## config.mk

```make
export PLATFORM = sky130hd
export DESIGN_NAME = vc_demux_rx_flat
export DESIGN_NICKNAME = d
export VERILOG_FILES = /design/src/rtl/vc_demux_rx_if.sv /design/src/rtl/vc_demux_rx.sv /design/src/flat_wrapper.sv
export SDC_FILE = /design/constraint.sdc
export NUM_CORES = 1
export LEC_CHECK = 0
export CAP_MARGIN = 20
export CORE_UTILIZATION = 60
export DETAILED_ROUTE_END_ITERATION = 7
export GPL_TIMING_DRIVEN = 0
export PLACE_DENSITY = 0.79
export SLEW_MARGIN = 10
export SYNTH_ARGS = -nofsm -noshare
export SYNTH_HDL_FRONTEND = slang
export SYNTH_SLANG_ARGS = --single-unit
export TNS_END_PERCENT = 50
```

## constraint.sdc

```tcl
create_clock -name clk -period 2.39 [get_ports clk]
set_input_delay 0.478 -clock clk [delete_from_list [all_inputs] [get_ports clk]]
set_output_delay 0.478 -clock clk [all_outputs]
set_load 0.005 [all_outputs]
```

## src/rtl/vc_demux_rx_if.sv

```systemverilog
// Bundle of the receive-side serial bit stream and the consumer read port of vc_demux_rx.
// The master drives the link and read requests; the slave is the demultiplexer.
interface vc_demux_rx_if #(
   parameter int WORD_W = 4
);
   logic              valid_in;
   logic              data_in;
   logic [1:0]        VC_id;
   logic              rd_en;
   logic [1:0]        rd_vc;
   logic [WORD_W-1:0] word_out;
   logic              word_valid;
   logic [3:0]        empty;
   logic [3:0]        full;
   logic [3:0]        overflow;

   modport master (
      output valid_in, data_in, VC_id, rd_en, rd_vc,
      input  word_out, word_valid, empty, full, overflow
   );

   modport slave (
      input  valid_in, data_in, VC_id, rd_en, rd_vc,
      output word_out, word_valid, empty, full, overflow
   );
endinterface

```

## src/rtl/vc_demux_rx.sv

```systemverilog
// Receive end of the 4-VC serial link.
// Bits are reassembled MSB-first per VC and queued in per-VC FIFOs drained through a select/read port.
module vc_demux_rx #(
   parameter int WORD_W     = 4,
   parameter int FIFO_DEPTH = 4
) (
   input  logic         clk,
   input  logic         reset,
   vc_demux_rx_if.slave bus
);
   localparam int BCW = $clog2(WORD_W);
   localparam int PW  = $clog2(FIFO_DEPTH);
   localparam int CW  = PW + 1;

   logic [WORD_W-1:0] sr_r   [4];
   logic [BCW-1:0]    bc_r   [4];
   logic [WORD_W-1:0] mem_r  [4][FIFO_DEPTH];
   logic [PW-1:0]     wp_r   [4];
   logic [PW-1:0]     rp_r   [4];
   logic [CW-1:0]     cnt_r  [4];
   logic [CW-1:0]     cnt_nxt_s [4];
   logic [WORD_W-1:0] word_s [4];
   logic [3:0]        hit_s;
   logic [3:0]        push_s;
   logic [3:0]        pop_s;
   logic [3:0]        accept_s;
   logic [3:0]        empty_r;
   logic [3:0]        full_r;
   logic [3:0]        overflow_r;
   logic [WORD_W-1:0] head_s;
   logic [WORD_W-1:0] word_out_r;
   logic              word_valid_r;

   // Per-VC push/pop decisions and next occupancy
   always_comb begin
      hit_s    = 4'b0000;
      push_s   = 4'b0000;
      pop_s    = 4'b0000;
      accept_s = 4'b0000;
      for (int v = 0; v < 4; v++) begin
         word_s[v]    = {sr_r[v][WORD_W-2:0], bus.data_in};
         hit_s[v]     = bus.valid_in && (bus.VC_id == 2'(v));
         push_s[v]    = hit_s[v] && (bc_r[v] == BCW'(WORD_W - 1));
         // Pop is qualified by the registered empty flag, so an empty FIFO never bypasses.
         pop_s[v]     = bus.rd_en && (bus.rd_vc == 2'(v)) && !empty_r[v];
         accept_s[v]  = push_s[v] && (!full_r[v] || pop_s[v]);
         if (accept_s[v] && !pop_s[v]) begin
            cnt_nxt_s[v] = cnt_r[v] + CW'(1);
         end else if (pop_s[v] && !accept_s[v]) begin
            cnt_nxt_s[v] = cnt_r[v] - CW'(1);
         end else begin
            cnt_nxt_s[v] = cnt_r[v];
         end
      end
      head_s = mem_r[bus.rd_vc][rp_r[bus.rd_vc]];
   end

   // Deserialisers, FIFO pointers, flags and registered read port
   always_ff @(posedge clk or posedge reset) begin
      if (reset) begin
         for (int v = 0; v < 4; v++) begin
            sr_r[v]  <= {WORD_W{1'b0}};
            bc_r[v]  <= {BCW{1'b0}};
            wp_r[v]  <= {PW{1'b0}};
            rp_r[v]  <= {PW{1'b0}};
            cnt_r[v] <= {CW{1'b0}};
         end
         empty_r      <= 4'b1111;
         full_r       <= 4'b0000;
         overflow_r   <= 4'b0000;
         word_out_r   <= {WORD_W{1'b0}};
         word_valid_r <= 1'b0;
      end else begin
         for (int v = 0; v < 4; v++) begin
            if (hit_s[v]) begin
               sr_r[v] <= word_s[v];
               bc_r[v] <= push_s[v] ? {BCW{1'b0}} : bc_r[v] + BCW'(1);
            end
            if (accept_s[v]) begin
               wp_r[v] <= wp_r[v] + PW'(1);
            end
            if (pop_s[v]) begin
               rp_r[v] <= rp_r[v] + PW'(1);
            end
            if (push_s[v] && !accept_s[v]) begin
               overflow_r[v] <= 1'b1;
            end
            cnt_r[v]   <= cnt_nxt_s[v];
            empty_r[v] <= (cnt_nxt_s[v] == CW'(0));
            full_r[v]  <= (cnt_nxt_s[v] == CW'(FIFO_DEPTH));
         end
         if (|pop_s) begin
            word_out_r <= head_s;
         end
         word_valid_r <= |pop_s;
      end
   end

   // FIFO storage; the head is read before a same-edge write to a full FIFO lands
   always_ff @(posedge clk) begin
      for (int v = 0; v < 4; v++) begin
         if (accept_s[v]) begin
            mem_r[v][wp_r[v]] <= word_s[v];
         end
      end
   end

   assign bus.word_out   = word_out_r;
   assign bus.word_valid = word_valid_r;
   assign bus.empty      = empty_r;
   assign bus.full       = full_r;
   assign bus.overflow   = overflow_r;
endmodule
```

## src/flat_wrapper.sv

```systemverilog
// flat-port wrapper written by rule: the top's interface ports become plain ports
module vc_demux_rx_flat 
#(
   parameter int WORD_W     = 4,
   parameter int FIFO_DEPTH = 4
)
  (clk, reset, bus_valid_in, bus_data_in, bus_VC_id, bus_rd_en, bus_rd_vc, bus_word_out, bus_word_valid, bus_empty, bus_full, bus_overflow);
  vc_demux_rx_if #(.WORD_W(WORD_W)) bus_i ();
  input  logic clk;
  input  logic reset;
  input wire logic [$bits(bus_i.valid_in)-1:0] bus_valid_in;
  input wire logic [$bits(bus_i.data_in)-1:0] bus_data_in;
  input wire logic [$bits(bus_i.VC_id)-1:0] bus_VC_id;
  input wire logic [$bits(bus_i.rd_en)-1:0] bus_rd_en;
  input wire logic [$bits(bus_i.rd_vc)-1:0] bus_rd_vc;
  output wire logic [$bits(bus_i.word_out)-1:0] bus_word_out;
  output wire logic [$bits(bus_i.word_valid)-1:0] bus_word_valid;
  output wire logic [$bits(bus_i.empty)-1:0] bus_empty;
  output wire logic [$bits(bus_i.full)-1:0] bus_full;
  output wire logic [$bits(bus_i.overflow)-1:0] bus_overflow;
  assign bus_i.valid_in = bus_valid_in;
  assign bus_i.data_in = bus_data_in;
  assign bus_i.VC_id = bus_VC_id;
  assign bus_i.rd_en = bus_rd_en;
  assign bus_i.rd_vc = bus_rd_vc;
  assign bus_word_out = bus_i.word_out;
  assign bus_word_valid = bus_i.word_valid;
  assign bus_empty = bus_i.empty;
  assign bus_full = bus_i.full;
  assign bus_overflow = bus_i.overflow;
  vc_demux_rx #(.WORD_W(WORD_W), .FIFO_DEPTH(FIFO_DEPTH)) u_core (.clk(clk), .reset(reset), .bus(bus_i));
endmodule
```

==> impl_table.tex <==
\begin{tabular}{lr}
\hline
Metric & Value \\
\hline
\multicolumn{2}{l}{\textbf{Outcome}} \\
\quad Run status & complete, no violations \\
\multicolumn{2}{l}{\textbf{Global route}} \\
\quad Wire length of the first global-routing pass & 18280 um \\
\quad Initial antenna violation count & 0 \\
\quad Total routing resource utilization after global routing & 0.2510 \\
\quad GRT overflow & 0 \\
\quad Pin count of the biggest net entering global routing & 54 \\
\quad Number of global-route vias before repair & 3593 \\
\multicolumn{2}{l}{\textbf{Final layout}} \\
\quad Most common cell after layout, fill and taps aside & edfxtp\_1 \\
\quad Final Instance Count excl. Fillers & 581 \\
\quad Layout cell share with drive strength beyond 1 & 0.2080 \\
\quad Final Util & 0.7379 \\
\quad Fin area & 6915 sq um \\
\quad Area grow syn2layout & 17.32\% \\
\quad Count of inserted antenna diode cells & 0 \\
\quad Number of nets in the layout & 476 \\
\quad Top library cells by usage in the layout, fill and taps aside & edfxtp\_1, dfrtp\_1, ha\_1 \\
\multicolumn{2}{l}{\textbf{Floorplan}} \\
\quad Die width & 101.1 um \\
\quad Initial Utilization & 0.6290 \\
\quad Area of the core region & 9371 sq um \\
\quad Boundary pin count & 26 \\
\quad Chip Height & 101.1 um \\
\quad Die Outline Area & 10220 sq um \\
\quad Placement row count & 35 \\
\multicolumn{2}{l}{\textbf{Clocking}} \\
\quad Num CTS Buffers & 17 \\
\quad Hold-fix buffer count after cts & 0 \\
\quad Buffers inserted during post-CTS setup optimization & 0 \\
\quad Root buffer cell & clkbuf\_8 \\
\quad TritonCTS clock tree & done \\
\quad Worst-skew pair later-pin latency & 0.53 ns \\
\quad CTS sink cnt & 129 \\
\quad Maximum number of buffers from clock root to sink & 2 \\
\quad CTS H-Tree Depth & 4 \\
\quad CTS clock-pin slew for the worst setup and hold paths & 0.06 ns \\
\multicolumn{2}{l}{\textbf{Critical path}} \\
\quad Largest delay contributor family on the critical path & buffers and inverters \\
\quad Cell with the largest stage delay on the worst path & clkdlybuf4s50\_1 \\
\quad Endpoint required time on the critical path & 2.60 ns \\
\quad WP data arrival & 2.50 ns \\
\quad Category of the worst setup path capture point & flop \\
\quad Sort of element at the start of the critical path & primary input \\
\quad Cells traversed along the worst timing path & clkdlybuf4s50\_1 > buf\_6 > and4bb\_4 > buf\_4 > inv\_1 > a21oi\_2 > and2\_1 \\
\quad Maximum fanout encountered on the critical timing path & 10 \\
\quad Largest stage delay on the critical path & 0.62 ns \\
\quad Critical path buffers and inverters & 4 \\
\quad Critical path class & in2reg \\
\multicolumn{2}{l}{\textbf{Drt}} \\
\quad Iteration-0 DRC count of the detailed router & 128 \\
\quad Number of vias after detailed routing & 3417 \\
\quad Routed wire length & 11350 um \\
\quad Vias per cell & 5.881 \\
\quad Antenna violation net count after detailed routing & 0 \\
\quad Number of detailed-route iterations in the first pass & 5 \\
\quad Routed length per instance & 19.53 um \\
\quad Number of remaining DRC errors & 0 \\
\multicolumn{2}{l}{\textbf{Logic synthesis}} \\
\quad Number of cells produced by synthesis & 397 \\
\quad Total of flip-flops plus latches after synthesis & 129 \\
\quad Library cells used by synthesis & 49 \\
\quad Ys flop type & edfxtp\_1 \\
\quad Post-synthesis net count & 434 \\
\quad Part of the Yosys area used for sequential elements & 0.6028 \\
\quad Cell Area, Synth & 5894 sq um \\
\quad Number of enable-type register cells in the synthesized netlist & 64 \\
\quad Synthesized area per cell & 14.85 sq um \\
\quad FFs w/ async S/R, synth & 0.5039 \\
\quad Warnings, synthesis & 0 \\
\multicolumn{2}{l}{\textbf{STA}} \\
\quad Post-route minimum period & 2.286 ns \\
\quad Transition at the pin with the smallest max-transition slack & 0.7487 ns \\
\quad Worst setup skew after layout & 0.006004 ns \\
\quad Worst slew margin relative to its limit & 0.4993 \\
\quad Fin Setup TNS & 0 ns \\
\quad Worst hold slack after final layout & 0.2181 ns \\
\quad Max-slew violation count & 0 \\
\quad Setup repair after global routing missed its margin & no \\
\quad Final setup fails & 0 \\
\quad Fmax & 0.4375 GHz \\
\quad Number of endpoints with negative hold slack in the final report & 0 \\
\quad Worst setup margin & 0.1041 ns \\
\quad Ratio of final minimum period to clock period & 0.9564 \\
\multicolumn{2}{l}{\textbf{Pwr}} \\
\quad Leakage & 2.793 nW \\
\quad Total Power & 7.855 mW \\
\quad Total power density per cell area & 1136 nW/um\^{}2 \\
\quad Maximum vdd ir drop & 648.5 uV \\
\multicolumn{2}{l}{\textbf{Min path}} \\
\quad Min-Delay Path Class & in2async \\
\multicolumn{2}{l}{\textbf{Place}} \\
\quad DP Cell Count & 549 \\
\quad Number of port buffers & 22 \\
\quad Placed inst area & 6306 sq um \\
\quad DP Wirelength & 7776 um \\
\quad Placement Setup Slack & -0.4563 ns \\
\quad Last weighted congestion value of the routability-driven placer & 0.8139 \\
\multicolumn{2}{l}{\textbf{Job}} \\
\quad Number of maximum-capacitance violations & 0 \\
\hline
\end{tabular}
==> worst reg2reg max path: stages, from the launching register on <==
cell     delay (ns)
dfstp_2        0.39
or4b_1         0.61
a21oi_2        0.35
and2_1         0.31
==> Yosys cell counts (6+ instances only) <==
cell type	n	area [sq um]
buf_2	6	30.03
and2_1	20	125.1
nor2_1	21	78.83
nor3_1	11	55.05
mux2_2	20	225.2
xnor2_1	13	113.9
inv_1	20	75.07
mux4_2	13	292.8
a211oi_1	9	67.56
a21o_1	6	45.04
edfxtp_1	64	1922
dfrtp_1	61	1526
and3_1	8	50.05
ha_1	28	350.3
o21ai_0	14	70.07
==> registers in the layout (all words and copies together), names as in the netlist, 8 cells and up <==
name	flops
u_core.wp_r	8
u_core.bc_r	8
u_core.cnt_r	12
u_core.sr_r	12
u_core.rp_r	8
u_core.mem_r	64
==> cells by family after synthesis <==
kind of cell             after synthesis  synth area share
AO/OA/AOI/OAI                         49           0.06092
XOR/XNOR                              16           0.02378
adder cells (fa/ha/maj)               28           0.05944
buffers and inverters                 31           0.02547
flip-flops                           129            0.6028
multiplexers                          42            0.1170
AND/OR/NAND/NOR                      102            0.1106
==> routing by layer <==
metal | GRT usage | wire (um) | vias up
li1 | - | - | 1581
met1 | 0.3072 | 4831 | 1734
met2 | 0.4260 | 5851 | 80
met3 | 0.06103 | 429 | 22
met4 | 0.1104 | 234 | 0
met5 | 0 | 0 | -
==> final timing paths <==
path | startpoint | end | slack, ns | cells past startpoint
min in group clk | u_core.bus.overflow[1] | u_core.bus.overflow[1] | 0.46 | 1
max in group asynchronous | reset | u_core.bus.empty[2] | 1.59 | 3
worst max register to register | u_core.bus.empty[0] | u_core.mem_r[0][12] | 0.42 | 3
worst min register to register | u_core.bus.overflow[1] | u_core.bus.overflow[1] | 0.46 | 1
worst min-delay path | reset | u_core.sr_r[2] | 0.22 | 2
worst max-delay path | bus_rd_vc[0] | u_core.mem_r[1][10] | 0.10 | 7
==> repair_timing <==
item,in CTS,in global routing
resized for setup,0,2
setup endpoints to repair,0,20
hold endpoints to repair,0,0
==> cell type report <==
type | instances | area [sq um]
Clock inverter | 14 | 186.4
Fill cell | 587 | 2456
Timing Repair Buffer | 23 | 247.7
Buffer | 11 | 75.07
Inverter | 20 | 77.57
Sequential cell | 129 | 3553
Clock buffer | 18 | 417.9
Tap cell | 129 | 161.4
Multi-Input combinational cell | 237 | 2196
==> report_power, final <==
part	internal, mW	switching [mW]	total (mW)
Sequential	2.95	0.498	3.44
Combinational	0.956	0.810	1.77
Clock	1.69	0.955	2.64
Total	5.59	2.26	7.85
Note: power is estimated with default switching activity, not from simulation.
